### src/rtl/aesl_dl_pkg.sv
// Shared types and helpers for the dataflow deadlock monitor.
//   dl_state_e : monitor FSM states
//   idx_w()    : process index width for a given process count
//   onehot()   : one-hot vector (MAX_PROC wide) for a process index
package aesl_dl_pkg;

  localparam int unsigned MAX_PROC   = 64;
  localparam int unsigned MAX_IDX_W  = $clog2(MAX_PROC);

  typedef enum logic [1:0] {
    IDLE     = 2'd0,
    CHASE    = 2'd1,
    DETECTED = 2'd2
  } dl_state_e;

  // At least one bit so a 2-process region still has an index signal.
  function automatic int unsigned idx_w(input int unsigned n);
    return (n <= 2) ? 1 : $clog2(n);
  endfunction

  // Callers truncate the result to their own process count.
  function automatic logic [MAX_PROC-1:0] onehot(input int unsigned idx,
                                                 input int unsigned n);
    logic [MAX_PROC-1:0] v;
    v = '0;
    if (idx < n) v[MAX_IDX_W'(idx)] = 1'b1;
    return v;
  endfunction

endpackage

### src/rtl/aesl_stall_counter.sv
// Per-process blocked-cycle counter.
//   clock, reset : clock and async active-low reset
//   blk          : process blocked this cycle
//   done         : process completed this cycle (a completing process is not stalled)
//   stuck        : counter has saturated at STALL_THRESH (decode of the register)
module aesl_stall_counter #(
  parameter int unsigned STALL_THRESH = 16
) (
  input  logic clock,
  input  logic reset,
  input  logic blk,
  input  logic done,
  output logic stuck
);

  localparam int unsigned CW = $clog2(STALL_THRESH + 1);

  logic [CW-1:0] cnt;

  // Count consecutive blocked cycles, saturating; any unblocked cycle restarts.
  always_ff @(posedge clock or negedge reset) begin
    if (!reset) begin
      cnt <= '0;
    end else if (blk && !done) begin
      if (cnt != CW'(STALL_THRESH)) cnt <= cnt + CW'(1);
    end else begin
      cnt <= '0;
    end
  end

  assign stuck = (cnt == CW'(STALL_THRESH));

endmodule

### src/rtl/aesl_dataflow_deadlock_monitor.sv
// Simulation-side deadlock monitor for an N_PROC-process dataflow region.
// Confirms a cyclic wait by following proc_wait_on one hop per cycle through
// stuck processes, then latches the result until reset. Also keeps per-process
// in-flight (start minus done) counts.
//   clock, reset   : clock and async active-low reset
//   all_finish     : region finished; no new detection starts or continues
//   proc_blk       : per-process blocked flags
//   proc_wait_on   : per-process index of the process being waited on
//   start_pulse    : per-process start accepted
//   done_pulse     : per-process completion
//   dl_detect_out  : sticky deadlock flag
//   dl_report      : one-cycle pulse on confirmation
//   dl_origin      : process that closed the cycle
//   dl_cycle_mask  : processes visited on the confirming chase
//   dl_cycle_len   : hops taken to close the cycle
//   inflight       : per-process in-flight counts, process i at [i*CNT_W +: CNT_W]
//   cnt_err        : sticky in-flight saturation/underflow flag
module aesl_dataflow_deadlock_monitor
  import aesl_dl_pkg::*;
#(
  parameter  int unsigned N_PROC       = 3,
  parameter  int unsigned STALL_THRESH = 16,
  parameter  int unsigned CNT_W        = 16,
  localparam int unsigned IDX_W        = idx_w(N_PROC)
) (
  input  logic                      clock,
  input  logic                      reset,
  input  logic                      all_finish,
  input  logic [N_PROC-1:0]         proc_blk,
  input  logic [N_PROC*IDX_W-1:0]   proc_wait_on,
  input  logic [N_PROC-1:0]         start_pulse,
  input  logic [N_PROC-1:0]         done_pulse,
  output logic                      dl_detect_out,
  output logic                      dl_report,
  output logic [IDX_W-1:0]          dl_origin,
  output logic [N_PROC-1:0]         dl_cycle_mask,
  output logic [IDX_W:0]            dl_cycle_len,
  output logic [N_PROC*CNT_W-1:0]   inflight,
  output logic                      cnt_err
);

  logic [N_PROC-1:0] stuck;
  logic [IDX_W-1:0]  wait_arr [N_PROC];
  logic [CNT_W-1:0]  inf_q    [N_PROC];
  logic [N_PROC-1:0] err_evt;

  for (genvar g = 0; g < N_PROC; g++) begin : g_proc
    aesl_stall_counter #(.STALL_THRESH(STALL_THRESH)) u_stall (
      .clock (clock),
      .reset (reset),
      .blk   (proc_blk[g]),
      .done  (done_pulse[g]),
      .stuck (stuck[g])
    );

    assign wait_arr[g] = proc_wait_on[g*IDX_W +: IDX_W];

    // Error when a lone start hits all-ones or a lone done hits zero.
    assign err_evt[g] = (start_pulse[g] && !done_pulse[g] && (inf_q[g] == '1)) ||
                        (done_pulse[g] && !start_pulse[g] && (inf_q[g] == '0));

    // In-flight count; holds on overflow/underflow instead of wrapping.
    always_ff @(posedge clock or negedge reset) begin
      if (!reset) begin
        inf_q[g] <= '0;
      end else if (start_pulse[g] && !done_pulse[g] && (inf_q[g] != '1)) begin
        inf_q[g] <= inf_q[g] + CNT_W'(1);
      end else if (done_pulse[g] && !start_pulse[g] && (inf_q[g] != '0)) begin
        inf_q[g] <= inf_q[g] - CNT_W'(1);
      end
    end

    assign inflight[g*CNT_W +: CNT_W] = inf_q[g];
  end

  // Sticky counter error.
  always_ff @(posedge clock or negedge reset) begin
    if (!reset) cnt_err <= 1'b0;
    else if (|err_evt) cnt_err <= 1'b1;
  end

  dl_state_e         state;
  logic [IDX_W-1:0]  cur_q;
  logic [IDX_W-1:0]  origin_q;
  logic [IDX_W-1:0]  rr_q;
  logic [N_PROC-1:0] visited_q;
  logic [IDX_W:0]    len_q;

  logic [IDX_W-1:0]  nxt;
  logic              nxt_ok;
  logic              stuck_cur;
  logic              stuck_nxt;
  logic              visited_nxt;
  logic [IDX_W-1:0]  cand;
  logic [IDX_W-1:0]  rr_wrap;

  // Hop decode; an out-of-range pointer reads as "not stuck, not visited".
  always_comb begin
    nxt         = wait_arr[cur_q];
    nxt_ok      = ({1'b0, nxt} < (IDX_W+1)'(N_PROC));
    stuck_cur   = stuck[cur_q];
    stuck_nxt   = nxt_ok && stuck[nxt];
    visited_nxt = nxt_ok && visited_q[nxt];
  end

  // First stuck process at or after rr_q, wrapping; gives each stuck process a turn.
  always_comb begin : cand_sel
    int unsigned j;
    logic        hit;
    cand = '0;
    hit  = 1'b0;
    for (int unsigned k = 0; k < N_PROC; k++) begin
      j = 32'(rr_q) + k;
      if (j >= N_PROC) j = j - N_PROC;
      if (!hit && stuck[IDX_W'(j)]) begin
        cand = IDX_W'(j);
        hit  = 1'b1;
      end
    end
  end

  // Start pointer for the next search: one past the aborted chase's origin.
  always_comb begin : rr_next
    int unsigned inc;
    inc     = 32'(origin_q) + 1;
    rr_wrap = (inc >= N_PROC) ? '0 : IDX_W'(inc);
  end

  // Chase FSM with registered report outputs; DETECTED is terminal until reset.
  always_ff @(posedge clock or negedge reset) begin
    if (!reset) begin
      state         <= IDLE;
      cur_q         <= '0;
      origin_q      <= '0;
      rr_q          <= '0;
      visited_q     <= '0;
      len_q         <= '0;
      dl_detect_out <= 1'b0;
      dl_report     <= 1'b0;
      dl_origin     <= '0;
      dl_cycle_mask <= '0;
      dl_cycle_len  <= '0;
    end else begin
      dl_report <= 1'b0;
      case (state)
        IDLE: begin
          if (!all_finish && (|stuck)) begin
            cur_q     <= cand;
            origin_q  <= cand;
            visited_q <= N_PROC'(onehot(32'(cand), N_PROC));
            len_q     <= '0;
            state     <= CHASE;
          end
        end
        CHASE: begin
          if (all_finish || !nxt_ok || !stuck_cur || !stuck_nxt) begin
            rr_q  <= rr_wrap;
            state <= IDLE;
          end else if (visited_nxt) begin
            dl_detect_out <= 1'b1;
            dl_report     <= 1'b1;
            dl_origin     <= nxt;
            dl_cycle_mask <= visited_q;
            dl_cycle_len  <= len_q + (IDX_W+1)'(1);
            state         <= DETECTED;
          end else begin
            visited_q <= visited_q | N_PROC'(onehot(32'(nxt), N_PROC));
            cur_q     <= nxt;
            len_q     <= len_q + (IDX_W+1)'(1);
          end
        end
        DETECTED: ;
        default: state <= IDLE;
      endcase
    end
  end

endmodule
### config.mk
export PLATFORM = sky130hd
export DESIGN_NAME = aesl_dataflow_deadlock_monitor
export DESIGN_NICKNAME = d
export VERILOG_FILES = /design/src/rtl/aesl_dl_pkg.sv /design/src/rtl/aesl_stall_counter.sv /design/src/rtl/aesl_dataflow_deadlock_monitor.sv
export SDC_FILE = /design/constraint.sdc
export NUM_CORES = 1
export LEC_CHECK = 0
export CAP_MARGIN = 25
export CORE_MARGIN = 3
export CORE_UTILIZATION = 30
export DETAILED_ROUTE_END_ITERATION = 10
export PLACE_DENSITY = 0.54
export SYNTH_ARGS = -nofsm -noshare
export SYNTH_HDL_FRONTEND = slang
export SYNTH_HIERARCHICAL = 1
export SYNTH_SLANG_ARGS = --single-unit
### constraint.sdc
create_clock -name clock -period 3.4 [get_ports clock]
set_clock_uncertainty 0.15 [all_clocks]
set_input_delay 0.85 -clock clock [delete_from_list [all_inputs] [get_ports clock]]
set_output_delay 0.85 -clock clock [all_outputs]
set_load 0.01 [all_outputs]
# Yosys cells after proc, flatten, opt, wreduce, memory -nomap -nowiden
# Index checks and enable logic that the tools add are counted.
# word_totals
reg_bits	88
input_bits	18
output_inout_bits	59
word_cells	204
# op_classes
n_addsub	16
magnitude_cmp	17
n_eq_ne	21
mux	64
n_bitwise	4
n_reduce_logical	64
# ops
op	n
2-to-1 mux 16 bit	6
adder 16 x 1 -> 16 bit (second input constant)	3
equality test 16 bit (second input constant)	3
logical NOT 16 bit	3
!= test 16 bit (second input constant)	3
nonzero test 16 bit	3
subtractor 16 x 1 -> 16 bit (second input constant)	3
2-to-1 mux 3 bit	11
2-to-1 mux 2 bit	15
2-to-1 mux 5 bit	6
logical AND 1 bit	28
adder 5 x 1 -> 5 bit (second input constant)	3
equality test 5 bit (second input constant)	3
less-than comparator 2 x 3 -> 1 bit (second input constant)	5
!= test 5 bit (second input constant)	3
less-than comparator 2 x 7 -> 1 bit (second input constant)	2
2-to-1 mux 1 bit	13
binary-select mux 1 bit (select 2 bit)	6
logical NOT 1 bit	12
!= test 2 bit (second input constant)	6
one-hot mux 3 bit (2 select lines)	2
greater-or-equal comparator 3 x 2 -> 1 bit (second input constant)	3
nonzero test 2 bit	4
adder 2 x 1 -> 3 bit (second input constant)	2
other kinds (23)	38

# Longest topological paths before layout
# Gate-level depths: netlist of the first run.
# depth
depth_word	18
depth_mapped	12
depth_no_buf	12

# Cells and area by module
# The synthesis of the first run kept the hierarchy.
# by_module_without_submodules
mod	n_inst	cells_per_inst	area_each_um2	seq_area_each_um2
aesl_dataflow_deadlock_monitor	1	564	5292.6	1826.8
aesl_stall_counter	3	27	304.0	125.1

# Worst setup path after synthesis of the first run
# No wires, ideal clock.
# synth_timing
path_type	input-to-reg
from	input done_pulse[1]
to	register inf_q, in the netlist inflight[25]
setup_ns	0.125
t_arrival_ns	3.236
required_time_ns	3.125
setup_slack_ns	-0.111
cell_stages	10
path_buffers	0
cell_sequence	nor3b_1 inv_1 ha_1 and4_1 a21oi_1 a21oi_1 or3b_1 a211oi_1 nor3_1 mux2_2
# synth_between
elab_chain_cells	4
elab_cells_between_ends	7
classes_between	mux (1); reduce/logical (6)
# synth_lines
item	line_no	source
from (decl)	aesl_dataflow_deadlock_monitor.sv:32	input logic [N_PROC-1:0] done_pulse,
logical NOT 1 bit	aesl_dataflow_deadlock_monitor.sv:66	end else if (start_pulse[g] && !done_pulse[g] && (inf_q[g] != '1)) begin
logical AND 1 bit (2 in a row)	aesl_dataflow_deadlock_monitor.sv:66	
2-to-1 mux 16 bit or nonzero test 2 bit (tied branches)	-	
to (signal, indexed assignment)	aesl_dataflow_deadlock_monitor.sv:67	inf_q[g] <= inf_q[g] + CNT_W'(1);
to (signal, indexed assignment)	aesl_dataflow_deadlock_monitor.sv:69	inf_q[g] <= inf_q[g] - CNT_W'(1);
to (decl)	aesl_dataflow_deadlock_monitor.sv:44	logic [CNT_W-1:0] inf_q [N_PROC];
# Parallel ways exist; a longest one is shown, timed or not.
# A chain may end at the register's enable or synchronous reset.

# Worst setup path after layout of the first run
# layout_timing
from	input start_pulse[0]
to	register inf_q, in the netlist inflight[13]
# layout_between
elab_chain_cells	4
elab_cells_between_ends	7
classes_between	mux (1); reduce/logical (6)
# layout_lines
item	line_no	source
from (decl)	aesl_dataflow_deadlock_monitor.sv:31	input logic [N_PROC-1:0] start_pulse,
logical NOT 1 bit	aesl_dataflow_deadlock_monitor.sv:68	end else if (done_pulse[g] && !start_pulse[g] && (inf_q[g] != '0)) begin
logical AND 1 bit (2 in a row)	aesl_dataflow_deadlock_monitor.sv:68	
nonzero test 2 bit (no source line)	-	
# Parallel ways exist; a longest one is shown, timed or not.

==> metrics.txt, run 1 <==
Hold EP=dl_detect_out; CTS clk-pin slew, worst paths=0.07 ns; via count=5645; Tmin final=3.25 ns; element type at the critical path start=primary input; Max-cap violations=0; DRC violations left=0; crit path DAT=3.33 ns; Setup Viol. Count Final=0; Synth area leaders=dfrtp_1 (35%), ha_1 (10%), a21oi_1 (5.4%); CP max stage delay=0.51 ns; RSZ-0062 raised after global routing=false; port buffer count=76; DR pass1 iterations=4; Synth Area in Simple Gates=0.189; initial antenna violation count=0; top cell type's share of synthesized area=0.355; Vias/cell=5.03; hold path cells=1; cells on worst reg2reg path=12; Iter 0 DRT Violations=299; fin area=8750 um2; Die X-Extent=150 um; GP Congestion=0.881; dpl ws=-0.356 ns; Final Cycle Share=0.957; cts-stage hold buffer count=0; CP endpoint kind=flip-flop; Worst R2R Start=inflight[45]; XOR/XNOR share of the synthesized area=0.0649; worst rel slew slack=0.577; I/O pin count=77; first-pass GRT wire length=28300 um; fmax=307 MHz; Hold WC Path Type=flip-flop to flip-flop; CTS Buf Count=9; die area=22400 um2; Crit path max-delay family=compound AO/OA/AOI/OAI gates; asr flop ratio synth=1.00; mux cell area share after synthesis=0.0770; vias in the first global route=5867; antenna-violating nets left=0; Cell Area, Synth=6200 um2; crit path buf inv count=3; Total GRT Usage=0.154; Crit-path slowest cell=clkdlybuf4s50_1; Fin Hold WS=0.316 ns; Final nets=925; Finished Core Util=0.439; Worst Setup Slack, final=0.147 ns; ratio of cells with drive above 1 in the final layout=0.234; Net Count, Synth=717; CTS tree=built; most numerous cell in the Yosys netlist=dfrtp_1; detailed-placement wirelength estimate=12800 um; Final Max Tran Viols=0; Synth Instances=645; Core ar.=19900 um2; cell taking the most area after synthesis=dfrtp_1; # H-tree levels=3; Syn Area/Cell=9.62 um2; initial core utilization=0.312; sequential element share of the synthesized area=0.355; Skew-Pair Late Insertion Delay=0.35 ns; Ys Warns=6; R2R setup slack=0.18 ns; synthesized flop and latch total=88; adder-cell share of the synthesized area=0.113; diode count=0; actual slew at the worst max-slew pin=0.635 ns; Top FF cell, synth=dfrtp_1; kind of critical path=primary input to flip-flop; EDFF count, synth=0; TNS Setup=0 ns; Layout area overhead=41.0%; status=finished clean; Critical R2R Capture=inflight[43]; Site Rows=51; largest net degree at the start of global routing=47; Worst Min Path Start=dl_detect_out; largest family of logic cells by synthesized area=simple AND/OR/NAND/NOR gates; final WL=16800 um; Fin. Hold Viols=0; Post-DP Area=8320 um2; Clock Root Buffer=clkbuf_16; critical path required time=3.48 ns; Critical Path, Cell by Cell=clkdlybuf4s50_1 > nand3b_1 > buf_4 > ha_1 > a211o_1 > a21oi_1 > a221oi_2 > buf_4 > o21ai_0 > xor2_1 > a21oi_1; drt wl/cell=15.0 um; CTS Buffer Depth=2; CTS sink cnt=88; top post-synthesis cells by count=dfrtp_1 (88), a21oi_1 (67), ha_1 (51); Synth Area in Compound Gates=0.169; VDD IR max=461 uV; grt ovf=0; die height=150 um; Synth cell types=67; CP Depth=11; PwrDens=860 nW/um2; Pleak=3.87 nW; worst-path maximum fanout=7
## cells in the final DEF, fill, tap and decap left out, drive strengths merged, types with 3 or more instances in the layout
master         count
a21o              18
clkbuf            10
nor2              50
clkdlybuf4s50     72
o21ai             26
mux2              19
or3b              10
nor4              17
nand3             15
fa                 3
dlymetal6s2s       3
a211oi             7
xnor2             26
xor2              20
a311oi             4
a21boi             3
a22o               3
o22ai              5
o21a               4
nor3b              5
dfrtp             88
mux2i             23
nand2b             4
inv               37
nor2b              7
nand4             22
buf              137
nor4b              3
nand3b            21
or2                3
nor3               6
nand2             27
nor4bb             3
a31oi              5
o31ai              3
ha                51
a211o              3
a21oi             67
## per-stage QoR
stage,total power [mW],std cells
after CTS,7.50,1123
after floorplan,4.16,645
after global placement,6.30,1107
after detailed placement,6.37,1107
after global routing,8.17,1123
final,7.52,1123
## worst max path at each step
stage | from | slack [ns] | end
floorplan | done_pulse[0] | -0.04 | inflight[15]
global placement | done_pulse[1] | -0.34 | inflight[25]
finish | start_pulse[0] | 0.15 | inflight[13]
detailed placement | done_pulse[1] | -0.36 | inflight[25]
CTS | done_pulse[1] | 0.02 | inflight[25]
global route | inflight[44] | 0.007 | inflight[43]
## worst register-to-register path, cell delays in order, from the launching register on
cell and delay (ns):
dfrtp_1 0.36, nand4_1 0.15, or4_1 0.56, nand3b_1 0.16, buf_12 0.16, ha_1 0.25, a21o_1 0.20, nor3b_2 0.23
nand4_1 0.14, a31o_1 0.24, a21oi_1 0.18, xnor2_1 0.08, mux2_2 0.25
## routing by layer
layer / vias to the layer above / GRT usage / part of all wire
li1: 2815 / - / -
met1: 2716 / 0.201 / 0.47
met2: 96 / 0.262 / 0.48
met3: 18 / 0.0300 / 0.036
met4: 0 / 0.0416 / 0.014
met5: - / 0 / 0
## sequential cells by signal (all words and copies together) (netlist names)
name and flops:
visited_q 3, dl_origin 2, cur_q 2, dl_report 1, origin_q 2, cnt_err 1
dl_cycle_mask 3, inflight 48, dl_detect_out 1, dl_cycle_len 3, state 2, len_q 3
g_proc.u_stall/cnt 15, rr_q 2
## area by class of cell
type / instances / area (um2)
Fill cell: 1938 / 11200
Multi-Input combinational cell: 508 / 3960
Sequential cell: 88 / 2200
Timing Repair Buffer: 212 / 1820
Tap cell: 265 / 332
Clock buffer: 10 / 239
Inverter: 34 / 130
Clock inverter: 6 / 72.6
## where the power goes
part	switching (mW)	total [mW]	internal (mW)
clock network	0.464	1.06	0.600
logic	2.22	4.83	2.61
registers	0.270	1.63	1.36
## cell families after synthesis
logic type | Yosys count
AOI/OAI and AO/OA | 163
xor gates and xnor gates | 46
adders and majority gates | 54
buffers and inverters | 49
DFF | 88
muxes | 42
and+or+nand+nor | 203
## repair_timing
| item | CTS | global route |
|---|---|---|
| resized for setup | 0 | 22 |
| setup endpoints to repair | 0 | 15 |
| setup buffers | 0 | 0 |
Note: power is estimated with default switching activity, not from simulation.
==> run 2: changes to the inputs <==
--- a/config.mk
+++ b/config.mk
@@ -7,10 +7,9 @@
 export LEC_CHECK = 0
 export CAP_MARGIN = 25
 export CORE_MARGIN = 3
-export CORE_UTILIZATION = 30
+export CORE_UTILIZATION = 35
 export DETAILED_ROUTE_END_ITERATION = 10
-export PLACE_DENSITY = 0.54
+export PLACE_DENSITY = 0.61
 export SYNTH_ARGS = -nofsm -noshare
 export SYNTH_HDL_FRONTEND = slang
-export SYNTH_HIERARCHICAL = 1
 export SYNTH_SLANG_ARGS = --single-unit
==> metrics.txt, run 2 <==
Finished Core Util=0.520; R2R setup slack=0.07 ns; actual slew at the worst max-slew pin=0.682 ns; worst-path maximum fanout=6; commonest non-fill, non-tap cell in the layout=buf_4; Worst R2R Start=inflight[3]; crit path DAT=3.46 ns; most numerous cell in the Yosys netlist=dfrtp_1; Pleak=3.86 nW; kind of critical path=flip-flop to flip-flop; GP Congestion=0.937; diode count=0; Final Max Tran Viols=0; worst rel slew slack=0.543; first-pass GRT wire length=28300 um; detailed-placement wirelength estimate=12900 um; Top FF cell, synth=dfrtp_1; Non-Filler Instances=1111; largest family of logic cells by synthesized area=compound AO/OA/AOI/OAI gates; Tmin final=3.33 ns; initial core utilization=0.363; via count=5898; Synth area leaders=dfrtp_1 (36%), ha_1 (11%), a21oi_1 (4.7%); antenna-violating nets left=0; Syn Area/Cell=9.19 um2; synthesized flop and latch total=88; cell taking the most area after synthesis=dfrtp_1; top post-synthesis cells by count=dfrtp_1 (88), a21oi_1 (58), nor2_1 (58); # H-tree levels=3; status=finished clean; Cell Area, Synth=6130 um2; CTS clk-pin slew, worst paths=0.07 ns; Setup Viol. Count Final=0; initial antenna violation count=0; placed cell count=1079; die area=19100 um2; CTS sink cnt=88; Max-cap violations=0; asr flop ratio synth=1.00; fmax=300 MHz; beginning of the critical path=inflight[3]; final WL=17300 um; mux cell area share after synthesis=0.0424; DR pass1 iterations=4; XOR/XNOR share of the synthesized area=0.0586; vias in the first global route=5957; PwrDens=861 nW/um2; most frequent cells in the layout=buf_4 (140), dfrtp_1 (81), clkdlybuf4s50_1 (69), nor2_1 (58), a21oi_1 (57); drt wl/cell=15.5 um; largest net degree at the start of global routing=75; Die X-Extent=138 um; Iter 0 DRT Violations=260; cts-stage hold buffer count=0; Hold WC Path Type=primary input to asynchronous set/reset pin; CP max stage delay=0.39 ns; port buffer count=76; Final nets=961; grt ovf=0; Skew-Pair Late Insertion Delay=0.35 ns; CTS Buf Count=9; Total GRT Usage=0.176; EDFF count, synth=0; Final Power=7.55 mW; top cell type's share of synthesized area=0.359; Final Cycle Share=0.980; CTS Buffer Depth=2; Clock Root Buffer=clkbuf_16; Net Count, Synth=742; Ys Warns=0; DRC violations left=0; Synth cell types=74; adder-cell share of the synthesized area=0.122; Vias/cell=5.31; fill count=1511; Core ar.=16900 um2; die height=138 um; I/O pin count=77; sequential element share of the synthesized area=0.359; Fin. Hold Viols=0; crit path buf inv count=1; Layout area overhead=43.1%; ratio of cells with drive above 1 in the final layout=0.263; Critical Path, Cell by Cell=nand4_1 > nor4_2 > nand3b_1 > buf_6 > ha_4 > nor2b_4 > o21a_1 > o211ai_1 > a31oi_2 > a221o_1 > or3_1 > nand3_1; Site Rows=47; Crit path max-delay family=simple AND/OR/NAND/NOR gates; element type at the critical path start=flip-flop; critical path required time=3.53 ns; Synth Instances=667; Synth Area in Compound Gates=0.197; CTS tree=built; CP endpoint kind=flip-flop; max FFs per register=48; Crit-path slowest cell=dfrtp_1; Synth Area in Simple Gates=0.187; VDD IR max=424 uV
## run 2: logic make-up (layout without fill, tap and decap cells)
group / count (synthesis) / count (layout)
mux: 24 / 24
flops: 88 / 88
xor+xnor: 41 / 41
compound gates: 182 / 182
buf+inv: 51 / 275
simple gates: 223 / 223
fa+ha+maj: 58 / 58
## run 2: final timing paths
path | to | depth (start not counted)
worst min register to register | dl_detect_out | 1
min in group clock | dl_detect_out | 1
worst max register to register | inflight[14] | 12
worst min-delay path | inflight[22] | 1
worst max-delay path | inflight[14] | 12
max in group asynchronous | inflight[1] | 3
## run 2: cell type report
type | instances | area (um2) | area share
Multi-Input combinational cell | 528 | 3960 | 0.451
Timing Repair inverter | 1 | 7.51 | 0.000856
Timing Repair Buffer | 220 | 1880 | 0.214
Clock buffer | 9 | 225 | 0.0257
Tap cell | 220 | 275 | 0.0314
Clock inverter | 7 | 70.1 | 0.00799
Inverter | 38 | 148 | 0.0168
Sequential cell | 88 | 2210 | 0.252
## run 2: repair_timing
item                       CTS  global route
setup endpoints to repair    2            14
buffers inserted             2            12
pin swaps                    7            16
cloned                       0             1
resized for setup           11            49
## run 2: power by group
group | internal [mW] | switching, mW
registers | 1.36 | 0.273
clock network | 0.518 | 0.485
logic | 2.64 | 2.29
total | 4.51 | 3.04
## run 2: through the flow
stage          setup TNS (ns)  area, um2  hold slack, ns  setup WS, ns
2_1_floorplan         -0.0151       6150           0.297       -0.0151
3_3_place_gp            -3.77       8090           0.300        -0.354
3_5_place_dp            -4.78       8090           0.304        -0.421
4_1_cts                     0       8450           0.325      0.000574
5_1_grt                -0.206       8770           0.216       -0.0985
6_report                    0       8770           0.210        0.0677
## run 2: routing by layer
| layer | track usage | wire [um] | vias to the layer above |
|---|---|---|---|
| met4 | 0.0640 | 307 | 0 |
| met2 | 0.309 | 8770 | 124 |
| li1 | - | - | 2897 |
| met1 | 0.222 | 7620 | 2852 |
| met5 | 0 | 0 | - |
| met3 | 0.0207 | 562 | 25 |
